File: config.mk
export PLATFORM = sky130hd
export DESIGN_NAME = wb_port_arbiter_flat
export DESIGN_NICKNAME = d
export VERILOG_FILES = /design/src/rtl/wb_port_arbiter_if.sv /design/src/rtl/wb_port_arbiter.sv /design/src/flat_wrapper.sv
export SDC_FILE = /design/constraint.sdc
export NUM_CORES = 1
export LEC_CHECK = 0
export ABC_AREA = 0
export ABC_CLOCK_PERIOD_IN_PS = 3200
export CAP_MARGIN = 20
export CORE_MARGIN = 10
export CORE_UTILIZATION = 35
export DETAILED_ROUTE_END_ITERATION = 10
export GPL_ROUTABILITY_DRIVEN = 0
export SYNTH_ARGS = -nofsm -noshare
export SYNTH_HDL_FRONTEND = slang
export SYNTH_SLANG_ARGS = --single-unit
File: constraint.sdc
create_clock -name clk -period 3.2 [get_ports clk]
set_input_delay 0.96 -clock clk [delete_from_list [all_inputs] [get_ports clk]]
set_output_delay 0.96 -clock clk [all_outputs]
set_load 0.05 [all_outputs]
File: src/rtl/wb_port_arbiter_if.sv
// Writeback-port bundle: pipeline and MDU producers, decode hazard queries,
// and the single register-file write port.
interface wb_port_arbiter_if;
    localparam int unsigned REG_W  = 5;
    localparam int unsigned DATA_W = 32;

    logic              pipe_valid;
    logic              pipe_regwrite;
    logic [REG_W-1:0]  pipe_rd;
    logic [DATA_W-1:0] pipe_data;
    logic              pipe_stall;

    logic              mdu_valid;
    logic [REG_W-1:0]  mdu_rd;
    logic [DATA_W-1:0] mdu_data;
    logic              mdu_ready;

    logic [REG_W-1:0]  query_rs1;
    logic [REG_W-1:0]  query_rs2;
    logic              hit_rs1;
    logic              hit_rs2;

    logic              rf_we;
    logic [REG_W-1:0]  rf_rd;
    logic [DATA_W-1:0] rf_wdata;

    // Arbiter side
    modport slave (
        input  pipe_valid, pipe_regwrite, pipe_rd, pipe_data,
        input  mdu_valid, mdu_rd, mdu_data,
        input  query_rs1, query_rs2,
        output pipe_stall, mdu_ready, hit_rs1, hit_rs2,
        output rf_we, rf_rd, rf_wdata
    );

    // Producer / consumer side
    modport master (
        output pipe_valid, pipe_regwrite, pipe_rd, pipe_data,
        output mdu_valid, mdu_rd, mdu_data,
        output query_rs1, query_rs2,
        input  pipe_stall, mdu_ready, hit_rs1, hit_rs2,
        input  rf_we, rf_rd, rf_wdata
    );
endinterface

File: src/rtl/wb_port_arbiter.sv
// Shares one register-file write port between the pipeline writeback and a
// 2-entry MDU result FIFO, with a starvation-bounded forced drain.
module wb_port_arbiter #(
    parameter int unsigned STARVE_LIMIT = 4
) (
    input  logic              clk,
    input  logic              rst,
    wb_port_arbiter_if.slave  bus
);
    localparam int unsigned REG_W    = 5;
    localparam int unsigned DATA_W   = 32;
    localparam int unsigned DEPTH    = 2;
    localparam int unsigned CNT_W    = 2;
    localparam int unsigned STARVE_W = 4;

    typedef struct packed {
        logic [REG_W-1:0]  rd;
        logic [DATA_W-1:0] data;
    } wb_entry_t;

    typedef enum logic [1:0] {
        GRANT_IDLE,
        GRANT_PIPE,
        GRANT_FIFO
    } grant_e;

    // State
    wb_entry_t             fifo_q [DEPTH];
    logic [CNT_W-1:0]      count_q;
    logic [STARVE_W-1:0]   starve_q;
    logic                  rf_we_q;
    logic [REG_W-1:0]      rf_rd_q;
    logic [DATA_W-1:0]     rf_wdata_q;

    // Next state
    wb_entry_t             fifo_d [DEPTH];
    logic [CNT_W-1:0]      count_d;
    logic [STARVE_W-1:0]   starve_d;
    logic                  rf_we_d;
    logic [REG_W-1:0]      rf_rd_d;
    logic [DATA_W-1:0]     rf_wdata_d;

    // Combinational decisions
    grant_e                grant_c;
    logic                  mdu_ready_c;
    logic                  stall_c;
    logic                  live_c;
    logic                  pop_c;
    logic                  push_keep_c;
    logic                  hit1_c;
    logic                  hit2_c;

    assign mdu_ready_c = !rst && (count_q < CNT_W'(DEPTH));
    assign stall_c     = !rst && (count_q != '0) && (starve_q == STARVE_W'(STARVE_LIMIT));
    assign live_c      = bus.pipe_valid && bus.pipe_regwrite && (bus.pipe_rd != '0) && !stall_c;

    // Writes to x0 are acknowledged but never buffered.
    assign push_keep_c = bus.mdu_valid && mdu_ready_c && (bus.mdu_rd != '0);

    // Strict-priority port grant: forced drain, live pipeline, buffered head.
    always_comb begin
        grant_c = GRANT_IDLE;
        if (stall_c) begin
            grant_c = GRANT_FIFO;
        end else if (live_c) begin
            grant_c = GRANT_PIPE;
        end else if (count_q != '0) begin
            grant_c = GRANT_FIFO;
        end
    end

    assign pop_c = (grant_c == GRANT_FIFO);

    // Hazard lookup over occupied entries; the head still hits while popping.
    always_comb begin
        hit1_c = 1'b0;
        hit2_c = 1'b0;
        for (int unsigned i = 0; i < DEPTH; i++) begin
            if (CNT_W'(i) < count_q) begin
                if ((bus.query_rs1 != '0) && (fifo_q[i].rd == bus.query_rs1)) begin
                    hit1_c = 1'b1;
                end
                if ((bus.query_rs2 != '0) && (fifo_q[i].rd == bus.query_rs2)) begin
                    hit2_c = 1'b1;
                end
            end
        end
    end

    // Next-state: write port, FIFO shift/append, starvation counter.
    always_comb begin
        fifo_d     = fifo_q;
        count_d    = count_q;
        starve_d   = starve_q;
        rf_we_d    = 1'b0;
        rf_rd_d    = rf_rd_q;
        rf_wdata_d = rf_wdata_q;

        unique case (grant_c)
            GRANT_PIPE: begin
                rf_we_d    = 1'b1;
                rf_rd_d    = bus.pipe_rd;
                rf_wdata_d = bus.pipe_data;
            end
            GRANT_FIFO: begin
                rf_we_d    = 1'b1;
                rf_rd_d    = fifo_q[0].rd;
                rf_wdata_d = fifo_q[0].data;
            end
            default: ;
        endcase

        if (pop_c) begin
            fifo_d[0] = fifo_q[1];
            count_d   = count_q - CNT_W'(1);
        end

        // After any pop the occupancy is 0 or 1, so bit 0 is the free slot.
        if (push_keep_c) begin
            fifo_d[count_d[0]] = '{rd: bus.mdu_rd, data: bus.mdu_data};
            count_d            = count_d + CNT_W'(1);
        end

        if ((count_q == '0) || pop_c) begin
            starve_d = '0;
        end else begin
            starve_d = starve_q + STARVE_W'(1);
        end
    end

    always_ff @(posedge clk) begin
        if (rst) begin
            for (int unsigned i = 0; i < DEPTH; i++) begin
                fifo_q[i] <= '0;
            end
            count_q    <= '0;
            starve_q   <= '0;
            rf_we_q    <= 1'b0;
            rf_rd_q    <= '0;
            rf_wdata_q <= '0;
        end else begin
            fifo_q     <= fifo_d;
            count_q    <= count_d;
            starve_q   <= starve_d;
            rf_we_q    <= rf_we_d;
            rf_rd_q    <= rf_rd_d;
            rf_wdata_q <= rf_wdata_d;
        end
    end

    assign bus.mdu_ready  = mdu_ready_c;
    assign bus.pipe_stall = stall_c;
    assign bus.hit_rs1    = !rst && hit1_c;
    assign bus.hit_rs2    = !rst && hit2_c;
    assign bus.rf_we      = rf_we_q;
    assign bus.rf_rd      = rf_rd_q;
    assign bus.rf_wdata   = rf_wdata_q;

endmodule

File: src/flat_wrapper.sv
// flat-port wrapper written by rule: the top's interface ports become plain ports
module wb_port_arbiter_flat 
#(
    parameter int unsigned STARVE_LIMIT = 4
)
  (clk, rst, bus_pipe_valid, bus_pipe_regwrite, bus_pipe_rd, bus_pipe_data, bus_mdu_valid, bus_mdu_rd, bus_mdu_data, bus_query_rs1, bus_query_rs2, bus_pipe_stall, bus_mdu_ready, bus_hit_rs1, bus_hit_rs2, bus_rf_we, bus_rf_rd, bus_rf_wdata);
  wb_port_arbiter_if bus_i ();
  input  logic clk;
  input  logic rst;
  input wire logic [$bits(bus_i.pipe_valid)-1:0] bus_pipe_valid;
  input wire logic [$bits(bus_i.pipe_regwrite)-1:0] bus_pipe_regwrite;
  input wire logic [$bits(bus_i.pipe_rd)-1:0] bus_pipe_rd;
  input wire logic [$bits(bus_i.pipe_data)-1:0] bus_pipe_data;
  input wire logic [$bits(bus_i.mdu_valid)-1:0] bus_mdu_valid;
  input wire logic [$bits(bus_i.mdu_rd)-1:0] bus_mdu_rd;
  input wire logic [$bits(bus_i.mdu_data)-1:0] bus_mdu_data;
  input wire logic [$bits(bus_i.query_rs1)-1:0] bus_query_rs1;
  input wire logic [$bits(bus_i.query_rs2)-1:0] bus_query_rs2;
  output wire logic [$bits(bus_i.pipe_stall)-1:0] bus_pipe_stall;
  output wire logic [$bits(bus_i.mdu_ready)-1:0] bus_mdu_ready;
  output wire logic [$bits(bus_i.hit_rs1)-1:0] bus_hit_rs1;
  output wire logic [$bits(bus_i.hit_rs2)-1:0] bus_hit_rs2;
  output wire logic [$bits(bus_i.rf_we)-1:0] bus_rf_we;
  output wire logic [$bits(bus_i.rf_rd)-1:0] bus_rf_rd;
  output wire logic [$bits(bus_i.rf_wdata)-1:0] bus_rf_wdata;
  assign bus_i.pipe_valid = bus_pipe_valid;
  assign bus_i.pipe_regwrite = bus_pipe_regwrite;
  assign bus_i.pipe_rd = bus_pipe_rd;
  assign bus_i.pipe_data = bus_pipe_data;
  assign bus_i.mdu_valid = bus_mdu_valid;
  assign bus_i.mdu_rd = bus_mdu_rd;
  assign bus_i.mdu_data = bus_mdu_data;
  assign bus_i.query_rs1 = bus_query_rs1;
  assign bus_i.query_rs2 = bus_query_rs2;
  assign bus_pipe_stall = bus_i.pipe_stall;
  assign bus_mdu_ready = bus_i.mdu_ready;
  assign bus_hit_rs1 = bus_i.hit_rs1;
  assign bus_hit_rs2 = bus_i.hit_rs2;
  assign bus_rf_we = bus_i.rf_we;
  assign bus_rf_rd = bus_i.rf_rd;
  assign bus_rf_wdata = bus_i.rf_wdata;
  wb_port_arbiter #(.STARVE_LIMIT(STARVE_LIMIT)) u_core (.clk(clk), .rst(rst), .bus(bus_i));
endmodule
### Word level (Yosys, flattened, before mapping)

Index checks and enable logic that the tools add are counted.

* add/sub/neg operators: 3
* magnitude comparators: 5
* equal/unequal tests: 7
* multiplexer cells: 21
* bitwise logic cells: 1
* reductions and logical operators: 27

Operators by type and width (number)
* 74-bit bitwise mux: 1
* 37-bit 2-to-1 mux: 2
* 74-bit 2-to-1 mux: 1
* 32-bit case mux with 2 select lines: 1
* 37-bit demux with 1-bit select: 1
* 5-bit == test: 4
* 5-bit nonzero test: 4
* 1-bit logical AND: 15
* 2-bit 2-to-1 mux: 5
* 5-bit case mux with 2 select lines: 1
* 1-bit 2-to-1 mux: 9
* 4-bit by 1-bit adder with 4-bit output, second input constant: 1
* 4-bit by 3-bit == test with 1-bit output, second input constant: 1
* 1-bit by 2-bit < comparator with 1-bit output, first input constant: 2
* 2-bit nonzero test: 2
* 2-bit OR reduction: 2
* 2-bit by 1-bit adder with 2-bit output, second input constant: 1
* 2-bit by 1-bit == test with 1-bit output, second input constant: 1
* 2-bit == test, second input constant: 1
* 2-bit greater-or-equal comparator, second input constant: 1
* 1-bit zero test: 2
* 2-bit zero test: 1
* 2-bit by 1-bit < comparator with 1-bit output, second input constant: 1
* 2-bit < comparator, second input constant: 1
* other kinds (3): 3

* register bits: 118
* output and inout bits: 42

### Longest topological paths before layout

Gate-level depths: netlist of the first run.

* word-level depth: 16
* depth in mapped cells: 14

### Least setup slack after synthesis of the first run

No wires, ideal clock.

* kind: input to register
* start point: input rst
* end point: register (tool-made name)
* library setup time: 128 ps
* data arrival time: 4620 ps
* data required time: 3072 ps
* path slack: -1547 ps
* cell stages on the path: 12
* cells stage by stage: clkbuf_1 > nor4_1 > nand4b_1 > nor2b_1 > ha_1 > buf_12 > xor2_2 > ha_1 > clkbuf_1 > buf_2 > mux2i_1 > nor2_1

RTL lines
* start, declared: RTL line flat_wrapper.sv:9 `input logic rst;`

### Worst setup path in the final report of the first run

* start point: input bus_query_rs2[4]
* end point: output bus_hit_rs2

* longest elaborated chain between the ends: 7
* elaborated cells on any way between the ends: 10

RTL lines
* start, declared: RTL line flat_wrapper.sv:18 `input wire logic [$bits(bus_i.query_rs2)-1:0] bus_query_rs2;`
* 5-bit == test or 5-bit nonzero test (tied branches): RTL line wb_port_arbiter.sv:83 `if ((bus.query_rs2 != '0) && (fifo_q[i].rd == bus.query_rs2)) begin`
* 1-bit logical AND: RTL line wb_port_arbiter.sv:83
* 1-bit 2-to-1 mux: RTL line wb_port_arbiter.sv:83
* 1-bit 2-to-1 mux: RTL line wb_port_arbiter.sv:79 `if (CNT_W'(i) < count_q) begin`
* 1-bit 2-to-1 mux: RTL line wb_port_arbiter.sv:83
* 1-bit 2-to-1 mux *: RTL line wb_port_arbiter.sv:79
* 1-bit logical AND *: RTL line wb_port_arbiter.sv:154 `assign bus.hit_rs2 = !rst && hit2_c;`
* end, declared: RTL line flat_wrapper.sv:22 `output wire logic [$bits(bus_i.hit_rs2)-1:0] bus_hit_rs2;`

Every way passes the cells marked *; elsewhere a longest branch is shown, timed or not.

==> results of run 1 <==
-- routing by layer --
| layer | GRT usage (%) | wire length [um] |
|---|---|---|
| met3 | 5.94 | 932 |
| met5 | 0 | 0 |
| met1 | 15.9 | 6130 |
| met4 | 5.75 | 203 |
| met2 | 23.6 | 7030 |
-- critical path: cells and delay by family --
family,cells,cell delay [ns]
xor+xnor,1,0.13
buf+inv,2,0.28
simple gates,2,0.52
compound gates,1,0.32
-- synth_stat cells --
library cell / number
xor2_2: 1
or3b_1: 1
buf_1: 1
o21ai_0: 1
a221oi_1: 2
buf_12: 1
o31ai_1: 37
nor2b_1: 2
clkbuf_8: 1
buf_4: 4
a21oi_1: 38
nor4_1: 3
xor2_1: 11
nand3_1: 3
o2111ai_4: 1
buf_8: 2
nand4_1: 2
xnor2_1: 12
nor3_1: 4
or3_1: 3
buf_2: 13
mux2i_1: 111
dfxtp_1: 118
nand2_1: 40
inv_1: 5
nand4b_1: 1
ha_1: 6
a211oi_1: 1
or4_4: 1
nor2_1: 123
clkbuf_1: 20
-- final cells by class --
class / count / area [um2] / share of cell area [%]
clock buffers: 26 / 509 / 6.70
multi-input cells: 404 / 2800 / 36.8
inverters: 5 / 18.8 / 0.247
flip-flops and latches: 118 / 2360 / 31.1
clock inverters: 3 / 42.5 / 0.560
well taps: 184 / 230 / 3.03
repair buffers: 155 / 1640 / 21.6
-- metrics by stage --
step	power (mW)	hold WS (ns)	TNS, ns
2_1_floorplan	3.70	0.430	-2.53
3_3_place_gp	4.50	0.445	-8.85
3_5_place_dp	4.55	0.460	-10.54
4_1_cts	6.37	0.472	-0.0181
5_1_grt	6.68	0.505	-0.0107
6_report	6.29	0.468	0
-- worst min path at each step --
stage	endpoint	depth (start not counted)	slack [ns]
global placement	u_core.starve_q[0]	1	0.45
floorplan	u_core.starve_q[0]	1	0.43
detailed placement	u_core.starve_q[0]	1	0.46
global route	u_core.starve_q[0]	1	0.50
finish	u_core.starve_q[0]	1	0.47
CTS	u_core.starve_q[0]	1	0.47
-- repair_timing --
item	CTS	global route
resized for setup	41	15
hold endpoints to repair	0	0
endpoints found under the setup margin	2	2
pin swaps	14	9
-- logic make-up after synthesis --
group | Yosys count
flops | 118
mux | 111
simple gates | 183
xor+xnor | 24
buf+inv | 47
compound gates | 80
fa+ha+maj | 6
-- report_power, final --
group	total (mW)	internal [mW]	switching (mW)	leakage (nW)
registers	1.97	1.77	0.196	0.963
logic	2.54	1.12	1.42	1.64
clock network	1.77	1.16	0.620	0.268
==> run summary, run 1 <==
Wirelength per Cell = 16.0 um
crit-path max FO = 3
post-synth cell types = 31
final setup violation count = 0
Fillers = 1331
Startpoint Class = input pin
hold path startpoint = u_core.starve_q[0]
XOR/XNOR share of the synthesized area = 4.12%
worst endpoint required time = 2.24 ns
Reg clk slew, reported paths = 0.05 ns
Cells after Synth = 569
I/O pin cnt = 131
Syn-to-layout area delta = 43.8%
flop-to-flop setup slack = 0.31 ns
Final WS setup = 0.0168 ns
Worst Path Arrival = 2.22 ns
Antenna Cells = 0
Sink Count = 118
maxcap violations = 0
Synth Register Bits = 118
average size of a mapped cell = 9.29 um2
Inst Count DP = 868
crit share post-route = 99.5%
first-pass GRT wire length = 23100 um
CTS tree = yes
clock buffer depth = 2
max incr delay on CP = 0.33 ns
WL final = 14300 um
DPL Wire Length = 10400 um
Max H-tree Level = 4
Post-Syn Nets = 664
Overflow after GRT = 0
post-synthesis mux area share = 21.0%
pwr/cell area = 827 mW/mm2
final std cell area, no fill = 0.00760 mm2
share of cells above drive strength 1 = 11.3%
dpl cell area = 0.00703 mm2
simple-gate share of the synthesized area = 14.0%
CTS hold repair buffers = 0
1st-pass router iterations = 6
reg2reg start = u_core.count_q[0]
Ys Warns = 0
leakage = 2.87 nW
Max VDD drop = 400 uV
via count = 4402
worst rel slew slack = 61.1%
Final Hold Fails = 0
clock skew = 0.00676 ns
Final Max Slew Viols = 0
DIE WIDTH = 143 um
vias in the first global route = 4597
CTS buffer count = 17
RSZ-0062 raised after global routing = true
Max Fclk = 314 MHz
later-pin clock latency in the skew report = 0.41 ns
main combinational cell family by area after synthesis = multiplexers
post-route insts no fill = 895
pre-CTS setup slack = -0.396 ns
sequential area share after synthesis = 44.7%
CP endpoint kind = output pin
type of the tightest min-delay check = reg2reg
post-route ant nets = 0
Core Footprint = 0.0146 mm2
Total GRT Usage = 14.3%
die area = 0.0204 mm2
post-DR vias/cell = 4.92
Synth Area in Compound Gates = 9.92%
Starting Density = 36.1%
status = finished clean
leading cell type in the layout, fill and taps excluded = nor2_1
mapped cell area = 0.00529 mm2
Setup Fix Bufs, Post-CTS = 0
CP Class = in2out
Rows = 44
adder-cell share of the synthesized area = 1.42%
Crit-path slowest cell = nor4_1
initial antenna violation count = 0
Buffers on Ports = 130
leading cell types in the layout, fill and taps excluded = 123 x nor2_1, 118 x dfxtp_1, 115 x clkdlybuf4s50_1, 111 x mux2i_1, 40 x nand2_1
Die Y = 143 um
clk root buf = clkbuf_16
Tightest Pin Transition = 0.584 ns
largest net degree at the start of global routing = 58
Setup crit end = bus_hit_rs2
Crit. Startpoint = bus_query_rs2[4]
ranking of synthesized cells by area = dfxtp_1 45%, mux2i_1 21%, nor2_1 8.7%
post-synth top area cell = dfxtp_1
worst-case reg-to-reg path depth = 11
fin crit period = 3.18 ns
Final #Nets = 796
crit path cell chain = buf_6 -> xor2_1 -> nor4_1 -> nand3_1 -> a221oi_4 -> buf_12
Layout Utilization = 51.9%
Starting DRT DRC Count = 147
drc violations = 0
top-area cell type share of the netlist area = 44.7%
Note: power is estimated with default switching activity, not from simulation.
==> run 2, diff against run 1 <==
Settings changed: DONT_BUFFER_PORTS from default to 1.
==> run summary, run 2 (synthesis gave the netlist of run 1 again) <==
CP endpoint kind = output pin
crit share post-route = 96.8% (-2.7 points)
status = finished clean
vias in the first global route = 3993 (-13%)
DPL Wire Length = 9260 um (-11%)
DIE WIDTH = 143 um (unchanged)
leading cell type in the layout, fill and taps excluded = nor2_1
Setup TNS = 0 ns (unchanged)
Inst Count DP = 720 (-17%)
Tightest Pin Transition = 0.681 ns (+0.0968 ns)
Startpoint Class = flip-flop
RSZ-0062 raised after global routing = false
Reg clk slew, reported paths = 0.05 ns (about the same)
Worst Path Arrival = 2.14 ns (-0.08 ns)
leakage = 2.24 nW (-22%)
Final WS setup = 0.103 ns (+0.0867 ns)
CTS buffer count = 17 (unchanged)
WL final = 13300 um (-6.8%)
Max Fclk = 323 MHz (+2.8%)
Fillers = 1440 (+8.2%)
Setup Fix Bufs, Post-CTS = 0 (unchanged)
Sink Count = 118 (unchanged)
die area = 0.0204 mm2 (unchanged)
Rows = 44 (unchanged)
Final Hold Fails = 0 (unchanged)
1st-pass router iterations = 4 (-2)
dpl cell area = 0.00552 mm2 (-21%)
post-route ant nets = 0 (unchanged)
initial antenna violation count = 0 (unchanged)
clk root buf = clkbuf_16
max incr delay on CP = 0.45 ns (+0.12 ns)
Syn-to-layout area delta = 15.9%
final std cell area, no fill = 0.00612 mm2 (-19%)
via count = 3850 (-13%)
Starting DRT DRC Count = 190 (+29%)
Max VDD drop = 458 uV (+15%)
clock buffer depth = 2 (unchanged)
leading cell types in the layout, fill and taps excluded = 123 x nor2_1, 118 x dfxtp_1, 111 x mux2i_1, 40 x nand2_1, 38 x a21oi_1
first-pass GRT wire length = 21300 um (-7.9%)
crit path cell chain = inv_1 -> ha_1 -> or3_1 -> a221oi_4 -> buf_12
CTS hold repair buffers = 0 (unchanged)
CTS tree = yes
pre-CTS setup slack = 0.174 ns (+0.570 ns)
Total GRT Usage = 13.3% (-1.0 points)
Overflow after GRT = 0 (unchanged)
clock skew = 0.0124 ns (+0.00560 ns)
crit-path max FO = 5 (+2)
Design Power = 5.83 mW (-7.2%)
Post-CTS Resized = 0 (-100%)
Final Max Slew Viols = 0 (unchanged)
largest net degree at the start of global routing = 121 (+110%)
Die Y = 143 um (unchanged)
later-pin clock latency in the skew report = 0.41 ns (about the same)
final setup violation count = 0 (unchanged)
worst rel slew slack = 54.6% (-6.5 points)
pwr/cell area = 953 mW/mm2 (+15%)
maxcap violations = 0 (unchanged)
Antenna Cells = 0 (unchanged)
post-DR vias/cell = 5.12 (+4.1%)
Wirelength per Cell = 17.7 um (+11%)
Crit-path slowest cell = or3_1
CP Class = reg2out
Starting Density = 36.1% (unchanged)
share of cells above drive strength 1 = 8.80% (-2.4 points)
worst endpoint required time = 2.24 ns (about the same)
type of the tightest min-delay check = reg2reg
Core Footprint = 0.0146 mm2 (unchanged)
Buffers on Ports = 0 (-100%)
Final #Nets = 650 (-18%)
post-route insts no fill = 752 (-16%)
Max H-tree Level = 4 (unchanged)
I/O pin cnt = 131 (unchanged)
drc violations = 0 (unchanged)
fin crit period = 3.10 ns (-0.0867 ns)
## run 2: metal layers
metal / GRT usage (%) / up-vias / share of wire, %
met2: 22.7 / 97 / 49
met5: 0 / - / 0
li1: - / 1926 / -
met3: 7.53 / 13 / 11
met4: 4.56 / 0 / 1.3
met1: 13.3 / 1814 / 39
## run 2: final timing paths
| kind | from | end | slack (ns) | cells past startpoint |
|---|---|---|---|---|
| setup reg to reg | u_core.count_q[0] | u_core.bus.rf_wdata[3] | 0.24 | 11 |
| hold / removal | u_core.starve_q[0] | u_core.starve_q[0] | 0.46 | 1 |
| setup / recovery | u_core.count_q[0] | bus_hit_rs2 | 0.10 | 5 |
| hold reg to reg | u_core.starve_q[0] | u_core.starve_q[0] | 0.46 | 1 |
## run 2: critical path: cells and delay by family, from the launching register on
family | cells | cell delay [ns]
flip-flops | 1 | 0.44
AO/OA/AOI/OAI | 1 | 0.29
buffers and inverters | 2 | 0.25
adder cells (fa/ha/maj) | 1 | 0.31
AND/OR/NAND/NOR | 1 | 0.45
## run 2: per-stage QoR
stage | util, % | hold WS [ns]
after CTS | 41.8 | 0.464
after detailed placement | 37.7 | 0.450
after floorplan | - | 0.430
after global placement | 37.7 | 0.440
after global routing | 41.8 | 0.515
final | 41.8 | 0.463
## run 2: layout make-up
type	count	area, um2	share of cell area, %
Sequential cell	118	2360	38.6
Timing Repair Buffer	9	155	2.53
Tap cell	184	230	3.76
Clock inverter	11	121	1.98
Inverter	5	18.8	0.306
Multi-Input combinational cell	404	2760	45.0
Clock buffer	21	480	7.85
## run 2: where the power goes
| group | switching [mW] | internal [mW] | total, mW |
|---|---|---|---|
| clock | 0.671 | 1.23 | 1.90 |
| combinational | 0.846 | 0.680 | 1.53 |
| sequential | 0.638 | 1.77 | 2.41 |
| total | 2.16 | 3.68 | 5.83 |
